## src/rtl/rra_wrr_apb.sv

```systemverilog
// Round-robin / weighted round-robin arbiter with APB-style CTRL/STATUS/WEIGHT registers.
// Optional define RRA_TIMEOUT_CNT_EN adds the TOCNT forced-release counter at 0x0C.
module rra_wrr_apb #(
  parameter int NUM_REQ  = 8,
  parameter int WEIGHT_W = 4
) (
  input  logic               Pclk_i,
  input  logic               PReset_i,
  input  logic               PSel_i,
  input  logic               PWrite_i,
  input  logic [7:0]         PAddr_i,
  input  logic [31:0]        PWData_i,
  output logic [31:0]        PRData_o,
  input  logic [NUM_REQ-1:0] req_i,
  output logic [NUM_REQ-1:0] gnt_o,
  output logic               gnt_valid_o,
  output logic [4:0]         gnt_id_o
);
  localparam int         LIM_W = (WEIGHT_W > 8) ? WEIGHT_W : 8;
  localparam logic [0:0] IDLE  = 1'b0;
  localparam logic [0:0] GRANT = 1'b1;
  localparam logic [4:0] LAST  = 5'(NUM_REQ - 1);

  logic [0:0]          state;
  logic                ctrl_en;
  logic                ctrl_mode;
  logic [7:0]          ctrl_timeout;
  logic [WEIGHT_W-1:0] weight [NUM_REQ];
  logic [4:0]          ptr;
  logic [LIM_W-1:0]    hold_cnt;
  logic [NUM_REQ-1:0]  gnt;

  logic wr, rd;
  assign wr = PSel_i && PWrite_i;
  assign rd = PSel_i && !PWrite_i;

  logic       unused_wdata;
  assign unused_wdata = ^PWData_i;

  logic [7:0] woff;
  logic [5:0] widx;
  logic       sel_weight;
  assign woff       = PAddr_i - 8'h10;
  assign widx       = woff[7:2];
  assign sel_weight = (PAddr_i >= 8'h10) && (woff[1:0] == 2'b00) &&
                      ({26'd0, widx} < 32'(NUM_REQ));

  // Two-pass search: first request above ptr, else first request overall (wrap).
  logic               lo_found, hi_found, found;
  logic [4:0]         lo_idx, hi_idx, win;
  logic [NUM_REQ-1:0] win_oh;
  always_comb begin
    lo_found = 1'b0;
    hi_found = 1'b0;
    lo_idx   = '0;
    hi_idx   = '0;
    for (int unsigned i = 0; i < NUM_REQ; i++) begin
      if (req_i[i] && !lo_found) begin
        lo_found = 1'b1;
        lo_idx   = 5'(i);
      end
      if (req_i[i] && (5'(i) > ptr) && !hi_found) begin
        hi_found = 1'b1;
        hi_idx   = 5'(i);
      end
    end
    found = lo_found;
    win   = hi_found ? hi_idx : lo_idx;
    win_oh = '0;
    for (int unsigned i = 0; i < NUM_REQ; i++) begin
      win_oh[i] = (5'(i) == win);
    end
  end

  logic                hold_req;
  logic [WEIGHT_W-1:0] hold_weight;
  logic                other;
  logic [LIM_W-1:0]    limit;
  logic                lim_none;
  logic                at_limit;
  always_comb begin
    hold_req    = 1'b0;
    hold_weight = '0;
    for (int unsigned i = 0; i < NUM_REQ; i++) begin
      if (5'(i) == ptr) begin
        hold_req    = req_i[i];
        hold_weight = weight[i];
      end
    end
    other    = found && (win != ptr);
    lim_none = 1'b0;
    if (ctrl_mode) begin
      limit = (hold_weight == '0) ? LIM_W'(1) : LIM_W'(hold_weight);
    end else begin
      limit    = LIM_W'(ctrl_timeout);
      lim_none = (ctrl_timeout == 8'd0);
    end
    // >= keeps a limit lowered mid-grant from being skipped past.
    at_limit = !lim_none && (({1'b0, hold_cnt} + 1'b1) >= {1'b0, limit});
  end

  always_ff @(posedge Pclk_i) begin
    if (PReset_i) begin
      state    <= IDLE;
      gnt      <= '0;
      ptr      <= LAST;
      hold_cnt <= '0;
    end else if (!ctrl_en) begin
      state    <= IDLE;
      gnt      <= '0;
      hold_cnt <= '0;
    end else begin
      case (state)
        IDLE: begin
          if (found) begin
            state    <= GRANT;
            gnt      <= win_oh;
            ptr      <= win;
            hold_cnt <= '0;
          end
        end
        default: begin
          if (!hold_req) begin
            hold_cnt <= '0;
            if (found) begin
              gnt <= win_oh;
              ptr <= win;
            end else begin
              state <= IDLE;
              gnt   <= '0;
            end
          end else if (at_limit) begin
            hold_cnt <= '0;
            if (other) begin
              gnt <= win_oh;
              ptr <= win;
            end
          end else begin
            hold_cnt <= hold_cnt + 1'b1;
          end
        end
      endcase
    end
  end

  always_ff @(posedge Pclk_i) begin
    if (PReset_i) begin
      ctrl_en      <= 1'b0;
      ctrl_mode    <= 1'b0;
      ctrl_timeout <= '0;
      for (int unsigned i = 0; i < NUM_REQ; i++) begin
        weight[i] <= WEIGHT_W'(1);
      end
    end else if (wr) begin
      if (PAddr_i == 8'h00) begin
        ctrl_en      <= PWData_i[0];
        ctrl_mode    <= PWData_i[1];
        ctrl_timeout <= PWData_i[15:8];
      end
      for (int unsigned i = 0; i < NUM_REQ; i++) begin
        if (sel_weight && (widx == 6'(i))) begin
          weight[i] <= PWData_i[WEIGHT_W-1:0];
        end
      end
    end
  end

  logic [31:0] tocnt_rd;
`ifdef RRA_TIMEOUT_CNT_EN
  logic        forced;
  logic [15:0] tocnt;
  assign forced = ctrl_en && (state == GRANT) && hold_req && at_limit && other;
  always_ff @(posedge Pclk_i) begin
    if (PReset_i) begin
      tocnt <= '0;
    end else if (wr && (PAddr_i == 8'h0C)) begin
      tocnt <= '0;
    end else if (forced && (tocnt != 16'hFFFF)) begin
      tocnt <= tocnt + 16'd1;
    end
  end
  assign tocnt_rd = {16'd0, tocnt};
`else
  assign tocnt_rd = '0;
`endif

  assign gnt_o       = gnt;
  assign gnt_valid_o = |gnt;
  assign gnt_id_o    = gnt_valid_o ? ptr : 5'd0;

  logic [7:0]  popcnt;
  logic [31:0] rdata;
  always_comb begin
    popcnt = '0;
    for (int unsigned i = 0; i < NUM_REQ; i++) begin
      popcnt = popcnt + 8'(req_i[i]);
    end
    rdata = '0;
    case (PAddr_i)
      8'h00: rdata = {16'd0, ctrl_timeout, 6'd0, ctrl_mode, ctrl_en};
      8'h04: rdata = {15'd0, gnt_valid_o, 3'd0, gnt_id_o, popcnt};
      8'h0C: rdata = tocnt_rd;
      default: begin
        for (int unsigned i = 0; i < NUM_REQ; i++) begin
          if (sel_weight && (widx == 6'(i))) begin
            rdata = 32'(weight[i]);
          end
        end
      end
    endcase
  end

  always_ff @(posedge Pclk_i) begin
    if (PReset_i) begin
      PRData_o <= '0;
    end else if (rd) begin
      PRData_o <= rdata;
    end
  end
endmodule

```

## config.mk

```make
export PLATFORM = sky130hd
export DESIGN_NAME = rra_wrr_apb
export DESIGN_NICKNAME = d
export VERILOG_FILES = /design/src/rtl/rra_wrr_apb.sv
export SDC_FILE = /design/constraint.sdc
export NUM_CORES = 1
export LEC_CHECK = 0
export CELL_PAD_IN_SITES_DETAIL_PLACEMENT = 0
export CELL_PAD_IN_SITES_GLOBAL_PLACEMENT = 1
export CORE_MARGIN = 2
export CORE_UTILIZATION = 42
export DETAILED_ROUTE_END_ITERATION = 8
export PLACE_DENSITY_LB_ADDON = 0.1
export SETUP_SLACK_MARGIN = 0.1
export SYNTH_ARGS = -nofsm -noshare
export SYNTH_HDL_FRONTEND = slang
export SYNTH_SLANG_ARGS = --single-unit
```

## constraint.sdc

```tcl
create_clock -name Pclk_i -period 10.6 [get_ports Pclk_i]
set_clock_uncertainty 0.2 [all_clocks]
set_input_delay 1.59 -clock Pclk_i [delete_from_list [all_inputs] [get_ports Pclk_i]]
set_output_delay 1.59 -clock Pclk_i [all_outputs]
set_load 0.005 [all_outputs]
```

==> impl_metrics.csv <==
group,metric,value,unit
critical_path,crit_arrival,5.02,ns
critical_path,rrSetupSlack,5.61,ns
layout,final_common_cell,"nor2_1",
logic_synthesis,synth_top_area_cell,"edfxtp_1",
clock_tree,htree_levels,3,
route,wire_per_inst,17.0,µm
layout,drive_above_1_share,8.11,%
pwr,powerDensity,121,nW/µm²
clock_tree,clock_sinks,77,
route,wl,12.7,mm
logic_synthesis,syn_area,4910,µm²
route,route.detailed.drc,0,
critical_path,critPathLaunch,"ptr[1]",
status,outcome,"finished, final reports clean",
route,drtIter0Drc,182,
critical_path,cp.required,10.64,ns
critical_path,worst-setup-path-type,"flop to flop",
layout,area_delta_synth_final,18.5,%
sta,fmax,201,MHz
logic_synthesis,yosysTopAreaCellShare,19.6,%
placed_design,dpl.cell_count,731,
critical_path,crit_chain,"clkinv_1, o31a_1, o21ai_0, o211ai_1, a41oi_1, ha_1, nand2b_1, a21o_1, a211oi_1, o21a_1, o21ai_1, o311ai_4, o41ai_1",
worst_hold_path,worstHoldPathCells,2,
worst_hold_path,hold_class,"flop to flop",
critical_path,crit_fanout,19,
global_route,grt_start_max_net_pins,44,
sta,period_needed,4.99,ns
logic_synthesis,synth_xor_area_share,1.43,%
global_route,grt_pass1_vias,4170,
logic_synthesis,ys_seq_area_share,37.9,%
worst_hold_path,hold_path_end,"PRData_o[13]",
critical_path,r2r_cells,13,
logic_synthesis,synth_edf_count,32,
route,routed_via_density,5.53,
logic_synthesis,synth_cells,549,
logic_synthesis,synthTopCellsByArea,"edfxtp_1 (20%), dfxtp_1 (18%), nor2_1 (5.0%)",
clock_tree,cts_tree,"done",
sta,tightest_slew,1.01,ns
logic_synthesis,synth_area_per_cell,8.95,µm²
logic_synthesis,ys_types,67,
clock_tree,clk_latency,0.34,ns
clock_tree,ctsLongestPathBuffers,2,
floorplanning,start_util,43.0,%
critical_path,r2r-start,"ptr[1]",
critical_path,cp-start-kind,"flop",
clock_tree,cts_resized,0,
global_route,use_met3,3.35,%
critical_path,cp_slowest_cell,"dfxtp_1",
clock_tree,cts_made_buffers,9,
worst_hold_path,min_from,"PRData_o[13]",
layout,nets,672,
floorplanning,design.core.area,11400,µm²
sta,slew_headroom,32.5,%
clock_tree,path_clk_slew,0.06,ns
floorplanning,ioPinCount,98,
floorplanning,rows,39,
sta,setup_viol,0,
global_route,overflow,0,
floorplanning,die_area,12600,µm²
route,drtPass1Iterations,4,
layout,antennaDiodeCount,0,
floorplanning,die_h,112,µm
critical_path,cpPeakStageDelay,0.95,ns
sta,final-hold-violation-count,0,
run,drv_cap,0,
global_route,use_met2,36.0,%
logic_synthesis,yosys_most_used_dff,"dfxtp_1",
sta,rsz0062_at_grt,"false",
route,vias,4128,
pwr,ir_drop,0.000112,V
global_route,track_usage,21.0,%
sta,drv_slew,0,
clock_tree,holdBufCountCts,0,
placed_design,gp_congestion,0.855,
global_route,globalRoute.busiestLayer,"met2",
sta,fin_crit_sh,47.0,%
logic_synthesis,synthAdderAreaFrac,5.96,%
sta,totalNegativeSetupSlack,0,ns
clock_tree,cts_root_buf,"clkbuf_16",
layout,fillers,1098,
clock_tree,post_cts_buffers,0,
floorplanning,die_width,112,µm
global_route,grt.met1_usage,27.2,%
logic_synthesis,synth_top_family_by_area,"simple AND/OR/NAND/NOR gates",
layout,final_cell_mix,"nor2_1 (66), clkdlybuf4s50_1 (58), nand2_1 (51)",
placed_design,place_hpwl,9.43,mm
logic_synthesis,yosysWarnings,0,
placed_design,port_buffers,58,
logic_synthesis,synth-seq-cells,77,
logic_synthesis,async_reset_ff_share,0,%
logic_synthesis,muxShareOfSynthArea,7.36,%
layout,fin_cells,747,
critical_path,cp-end-kind,"flop",
logic_synthesis,synth_simple_gate_area_share,22.5,%
logic_synthesis,synth-compound-area-share,18.0,%
route,antenna_left,0,
critical_path,worstReg2RegEnd,"gnt_o[7]",
pwr,p_leak,2.21,nW
global_route,grt_first_pass_wirelength,20.9,mm
global_route,antenna_found_initial,0,
-- report_power, final --
| part | switching [W] | total (W) | leakage (nW) | internal (W) |
|---|---|---|---|---|
| clock | 0.000126 | 0.000308 | 0.136 | 0.000182 |
| combinational | 0.0000392 | 0.0000738 | 1.41 | 0.0000346 |
| sequential | 0.00000518 | 0.000322 | 0.672 | 0.000317 |
| total | 0.000171 | 0.000704 | 2.21 | 0.000533 |
-- cell type report --
class | instances | area, µm² | area share (%)
clock buffers | 10 | 229 | 3.93
clock inverters | 6 | 63.8 | 1.10
inverters | 22 | 82.6 | 1.42
multi-input cells | 426 | 2790 | 47.9
flip-flops and latches | 77 | 1860 | 32.0
well taps | 143 | 179 | 3.07
repair buffers | 63 | 618 | 10.6
-- per-layer routing --
layer  vias up  wire length [µm]
li1       2041                 -
met1      1983              5800
met2        89              6280
met3        15               469
met4         0               174
met5         -                 0
-- flip-flops by register name, summed over array words and instances (netlist names) --
name          flops
weight           32
PRData_o         13
ctrl_en           1
gnt_o             8
ctrl_timeout      8
state             1
ctrl_mode         1
ptr               5
hold_cnt          8
-- worst max-delay path by stage --
stage	slack, ns	cells past startpoint	to
finish	5.61	13	gnt_o[7]
global route	5.24	13	gnt_o[7]
CTS	5.62	13	gnt_o[7]
detailed placement	5.41	10	PRData_o[1]
global placement	5.45	10	PRData_o[1]
floorplan	6.20	9	PRData_o[1]
-- Yosys cell counts, types with 7 or more instances --
library cell and instances:
edfxtp_1 32, a22oi_1 9, a21oi_1 41, dfxtp_1 45, mux2i_1 8, nor3_1 9
nor2_1 66, inv_1 20, clkbuf_1 16, or2_2 8, mux4_2 11, buf_4 20
nor2b_1 8, and2_1 7, o21ai_0 23, nand3_1 27, nand2b_1 19, ha_1 17
nand2_1 51
-- worst max-delay path: cells and delay by family (launching register included) --
family	cells	cell delay, ns
buffers and inverters	1	0.54
AO/OA/AOI/OAI	10	2.95
AND/OR/NAND/NOR	1	0.09
adder cells (fa/ha/maj)	1	0.14
flip-flops	1	0.95
-- cells by family after synthesis --
family,after synthesis
mux,22
fa+ha+maj,21
simple gates,227
flops,77
xor+xnor,8
buf+inv,64
other cells,1
compound gates,129
-- through the flow --
step	hold WS [ns]	utilization [%]	worst slack (ns)	power, W	cell area [µm²]
2_1_floorplan	0.248	-	6.20	0.000375	4980
3_3_place_gp	0.243	48.4	5.45	0.000401	5530
3_5_place_dp	0.245	48.4	5.41	0.000402	5530
4_1_cts	0.253	51.0	5.62	0.000709	5820
5_1_grt	0.279	51.0	5.24	0.000730	5820
6_report	0.251	51.0	5.61	0.000704	5820
(Power assumes the default switching activity.)
